### src/rtl/mul_sequencer.sv
// Issue-side controller for the registered 1-cycle 33x33 multiplier used by the M-extension.
// Forms signed/unsigned operands, selects the result word and caches the last product.
module mul_sequencer #(
    parameter int unsigned TAG_W    = 5,
    parameter bit          CACHE_EN = 1'b1
) (
    input  logic             i_clk,
    input  logic             i_rst,
    input  logic             i_req_valid,
    output logic             o_req_ready,
    input  logic [1:0]       i_req_op,
    input  logic [31:0]      i_rs1,
    input  logic [31:0]      i_rs2,
    input  logic [TAG_W-1:0] i_req_tag,
    input  logic             i_flush,
    output logic [32:0]      o_mul_operand_a,
    output logic [32:0]      o_mul_operand_b,
    output logic             o_mul_valid,
    input  logic [63:0]      i_mul_product,
    input  logic             i_mul_valid,
    output logic             o_rsp_valid,
    input  logic             i_rsp_ready,
    output logic [31:0]      o_rsp_data,
    output logic [TAG_W-1:0] o_rsp_tag,
    output logic             o_busy
);

    typedef enum logic [1:0] {StIdle, StWait, StResp} state_e;

    localparam logic [1:0] OpMul    = 2'b00;
    localparam logic [1:0] OpMulh   = 2'b01;
    localparam logic [1:0] OpMulhsu = 2'b10;

    state_e             state_q;
    logic [1:0]         pend_op_q;
    logic [TAG_W-1:0]   pend_tag_q;
    logic [32:0]        pend_a_q;
    logic [32:0]        pend_b_q;
    logic               cache_valid_q;
    logic [32:0]        cache_a_q;
    logic [32:0]        cache_b_q;
    logic [63:0]        cache_product_q;
    logic               rsp_valid_q;
    logic [31:0]        rsp_data_q;
    logic [TAG_W-1:0]   rsp_tag_q;

    logic [32:0]        op_a;
    logic [32:0]        op_b;
    logic               hit;
    logic               accept;

    always_comb begin
        op_a = {1'b0, i_rs1};
        op_b = {1'b0, i_rs2};
        case (i_req_op)
            OpMulh: begin
                op_a = {i_rs1[31], i_rs1};
                op_b = {i_rs2[31], i_rs2};
            end
            OpMulhsu: op_a = {i_rs1[31], i_rs1};
            default: ;
        endcase
    end

    function automatic logic [31:0] sel_word(input logic [1:0] op, input logic [63:0] p);
        return (op == OpMul) ? p[31:0] : p[63:32];
    endfunction

    // Op code is deliberately not part of the key: MUL/MULHU on the same registers share a product.
    assign hit = CACHE_EN && cache_valid_q && (op_a == cache_a_q) && (op_b == cache_b_q);

    assign o_req_ready     = (state_q == StIdle) && !i_flush && !i_rst;
    assign accept          = i_req_valid && o_req_ready;
    assign o_mul_valid     = accept && !hit;
    assign o_mul_operand_a = op_a;
    assign o_mul_operand_b = op_b;
    assign o_rsp_valid     = rsp_valid_q;
    assign o_rsp_data      = rsp_data_q;
    assign o_rsp_tag       = rsp_tag_q;
    assign o_busy          = (state_q != StIdle);

    always_ff @(posedge i_clk) begin
        if (i_rst) begin
            state_q       <= StIdle;
            rsp_valid_q   <= 1'b0;
            rsp_data_q    <= '0;
            rsp_tag_q     <= '0;
            cache_valid_q <= 1'b0;
        end else begin
            case (state_q)
                StIdle: begin
                    if (accept) begin
                        if (hit) begin
                            rsp_data_q  <= sel_word(i_req_op, cache_product_q);
                            rsp_tag_q   <= i_req_tag;
                            rsp_valid_q <= 1'b1;
                            state_q     <= StResp;
                        end else begin
                            pend_op_q  <= i_req_op;
                            pend_tag_q <= i_req_tag;
                            pend_a_q   <= op_a;
                            pend_b_q   <= op_b;
                            state_q    <= StWait;
                        end
                    end
                end
                StWait: begin
                    // Flush wins over a same-cycle product: nothing returned, cache untouched.
                    if (i_flush) begin
                        state_q <= StIdle;
                    end else if (i_mul_valid) begin
                        rsp_data_q      <= sel_word(pend_op_q, i_mul_product);
                        rsp_tag_q       <= pend_tag_q;
                        rsp_valid_q     <= 1'b1;
                        cache_a_q       <= pend_a_q;
                        cache_b_q       <= pend_b_q;
                        cache_product_q <= i_mul_product;
                        cache_valid_q   <= 1'b1;
                        state_q         <= StResp;
                    end
                end
                StResp: begin
                    if (i_flush || i_rsp_ready) begin
                        rsp_valid_q <= 1'b0;
                        state_q     <= StIdle;
                    end
                end
                default: state_q <= StIdle;
            endcase
        end
    end

endmodule
### config.mk
export PLATFORM = sky130hd
export DESIGN_NAME = mul_sequencer
export DESIGN_NICKNAME = d
export VERILOG_FILES = /design/src/rtl/mul_sequencer.sv
export SDC_FILE = /design/constraint.sdc
export NUM_CORES = 1
export LEC_CHECK = 0
export BUFFER_PORTS_ARGS = -buffer_cell sky130_fd_sc_hd__buf_4
export CORE_MARGIN = 3
export CORE_UTILIZATION = 35
export CTS_CLUSTER_DIAMETER = 50
export DETAILED_ROUTE_END_ITERATION = 10
export GPL_TIMING_DRIVEN = 0
export PLACE_DENSITY = 0.67
export SLEW_MARGIN = 5
export SYNTH_ARGS = -nofsm -noshare
export SYNTH_HDL_FRONTEND = slang
export SYNTH_SLANG_ARGS = --single-unit
### constraint.sdc
create_clock -name i_clk -period 19.9 [get_ports i_clk]
set_input_delay 2.985 -clock i_clk [delete_from_list [all_inputs] [get_ports i_clk]]
set_output_delay 2.985 -clock i_clk [all_outputs]
set_load 0.05 [all_outputs]
==> reports/summary.txt <==
Initial DRC Count - 543
Largest net degree at the start of global routing - 28
Die Ht - 177 µm
Synth Area per Inst - 13.2 µm²
Htree depth - 1
Outcome - finished, final reports clean
Postcts setup bufs - 0
Final setup TNS - 0 ns
Final core occ - 48.6%
Slew Limit Fails - 0
Number of max-cap violations - 0
Worst slew pin tran - 0.865 ns
Clock sink count - 244
Clock slew at reported path FFs - 0.06 ns
Hold Crit Class - reg2reg
Crit path time final - 8.07 ns
Final period util - 40.6%
CP Capture Type - output pin
Maximum vdd ir drop - 72.4 µV
Starting Density - 36.1%
Post-Route WL - 24900 µm
Synth warn - 0
Die width - 177 µm
Full die area - 31200 µm²
Total grt overflow - 0
Crit path DAT - 5.09 ns
Crit-path max FO - 4
I/O pin cnt - 248
First-pass GRT wire length - 38000 µm
Gate Count Post-Synth - 773
Share of the yosys chip area belonging to registers - 67.9%
Fill cells - 2576
Clk Latency, worst-skew pair - 0.54 ns
Row count - 61
Startpoint types - primary input
Worst EP required - 16.91 ns
Post-Syn Area - 10200 µm²
Fmax - 0.124 GHz
Largest stage delay on the critical path - 0.43 ns
Vias in the first global route - 6970
Critical Path Slowest Stage Cell - nor4_2
Core area - 28200 µm²
DRT antenna net count - 0
WP buf/inv - 2
Via Count - 6940
Delay-heaviest family, CP - simple AND/OR/NAND/NOR gates
Register area - 6920 µm²
CTS tree - built
CTS resizes - 0
Area delta synth->final - 34.5%
Power Dens Cells - 93.1 nW/µm²
Syn Nets - 916
Number of synthesized register bits - 244
Placer Congestion - 0.779
LEAKAGE - 5.55 nW
Multi-input gate area - 2560 µm²
Residual DRC - 0
Final Hold Fails - 0
Netlist cell types - 41
Most common cell after layout, fill and taps aside - buf_4
Crit path kind - in2out
Cell mode on critical path - buf_4
Hold Buf Count CTS - 0
Buffers on Ports - 247
CTS buffer count - 31
Pre-Repair DR Iteration Count - 7
RSZ-0062 raised after global routing - no
Vias/cell - 4.72
Worst slew margin - 42.2%
Crit-path cells - buf_4 -> nor2b_1 -> a2111o_1 -> nor3_1 -> nand4_1 -> nor4_2 -> nand2b_1 -> nor2_1 -> buf_4
Gr usage total - 15.5%
Share of layout cells above drive strength 1 - 35.3%
Root Buffer - clkbuf_16
Max Buffers Root-to-Sink - 3
Highest-count cells in the layout ignoring fill and taps - 318 x buf_4, 203 x edfxtp_1, 107 x nand2_1, 66 x nand3_1, 64 x mux2i_1
DP HPWL - 18000 µm
# setup viols final - 0
Clock skew - 0.0195 ns
Initial antenna violation count - 0
Antenna Cells - 0
Routed length per instance - 17.0 µm
Layout Nets - 1210
worst paths after layout:
path                           startpoint                       to  slack, ns  depth (start not counted)
hold / removal     pend_a_q[31]$_DFFE_PP_  cache_a_q[31]$_DFFE_PP_       0.41                          0
hold reg to reg    pend_a_q[31]$_DFFE_PP_  cache_a_q[31]$_DFFE_PP_       0.41                          0
setup / recovery                i_rs2[12]              o_mul_valid      11.83                          9
setup reg to reg  cache_b_q[15]$_DFFE_PP_   pend_b_q[26]$_DFFE_PP_      17.12                          8
power breakdown:
| part | internal, mW | switching [mW] |
|---|---|---|
| clock | 0.325 | 0.221 |
| sequential | 0.567 | 0.00473 |
| combinational | 0.0611 | 0.0978 |
| total | 0.953 | 0.324 |
Yosys cell counts, drive strengths merged:
| cell | count | area [µm²] |
|---|---|---|
| buf | 71 | 537 |
| mux2i | 64 | 641 |
| nand4 | 8 | 50.1 |
| edfxtp | 203 | 6100 |
| a22o | 1 | 8.76 |
| a2111o | 1 | 11.3 |
| or3 | 1 | 6.26 |
| a221oi | 1 | 8.76 |
| clkinv | 1 | 3.75 |
| and2 | 2 | 12.5 |
| mux2 | 5 | 56.3 |
| nor2 | 12 | 45.0 |
| o21ai | 36 | 180 |
| nor3 | 3 | 15.0 |
| and3 | 1 | 6.26 |
| xor2 | 26 | 228 |
| clkbuf | 27 | 101 |
| a21oi | 7 | 35.0 |
| nand3 | 66 | 330 |
| a211oi | 2 | 15.0 |
| inv | 22 | 82.6 |
| dfxtp | 41 | 821 |
| o22ai | 7 | 43.8 |
| nor4 | 10 | 68.8 |
| nor3b | 1 | 7.51 |
| a2111oi | 1 | 8.76 |
| a222oi | 1 | 10.0 |
| a22oi | 3 | 22.5 |
| a21o | 1 | 7.51 |
| o2bb2ai | 2 | 17.5 |
| ha | 2 | 25.0 |
| nand2b | 5 | 31.3 |
| xnor2 | 22 | 193 |
| nand2 | 107 | 402 |
| nor2b | 9 | 56.3 |
| o2111ai | 1 | 8.76 |
per-layer routing:
metal	up-vias	GRT usage (%)	part of all wire, %
li1	3317	-	-
met1	3346	20.6	42
met2	238	25.8	48
met3	39	3.75	7.6
met4	0	3.96	1.9
met5	-	0	0
cell type report:
type / instances / share of cell area, %
buffer: 98 / 4.65
sequential: 244 / 50.4
clock inverter: 20 / 1.50
inverter: 23 / 0.630
multi-input combinational: 408 / 18.7
tap: 378 / 3.45
clock buffer: 37 / 5.97
timing repair buffer: 261 / 14.7
sequential cells by signal, indices dropped and copies added, names as in the netlist:
signal and cells:
cache_a_q 33, cache_b_q 33, cache_product_q 64, cache_valid_q 1, o_rsp_data 32, o_rsp_tag 5
o_rsp_valid 1, pend_a_q 33, pend_b_q 33, pend_op_q 2, pend_tag_q 5, state_q 2
worst register-to-register path: cells and delay by family (launching register included):
kind | cells | cell delay (ns)
buffers and inverters | 1 | 0.23
AO/OA/AOI/OAI | 1 | 0.35
flip-flops | 1 | 0.38
AND/OR/NAND/NOR | 6 | 1.53
through the flow:
step	hold slack (ns)	instances	power (mW)	setup WS [ns]	area, µm²
2_1_floorplan	0.400	773	0.677	6.38	10200
3_3_place_gp	0.400	1398	0.741	1.99	12500
3_5_place_dp	0.405	1412	0.743	11.80	12700
4_1_cts	0.414	1469	1.29	11.79	13700
5_1_grt	0.423	1469	1.33	11.67	13700
6_report	0.412	1469	1.28	11.83	13700
logic make-up after synthesis:
family	after synthesis	share of synthesized area, %
simple gates	225	10.1
buf+inv	121	7.11
flops	244	67.9
mux	69	6.84
compound gates	64	3.71
xor+xnor	48	4.12
fa+ha+maj	2	0.245
Note: power is estimated with default switching activity, not from simulation.
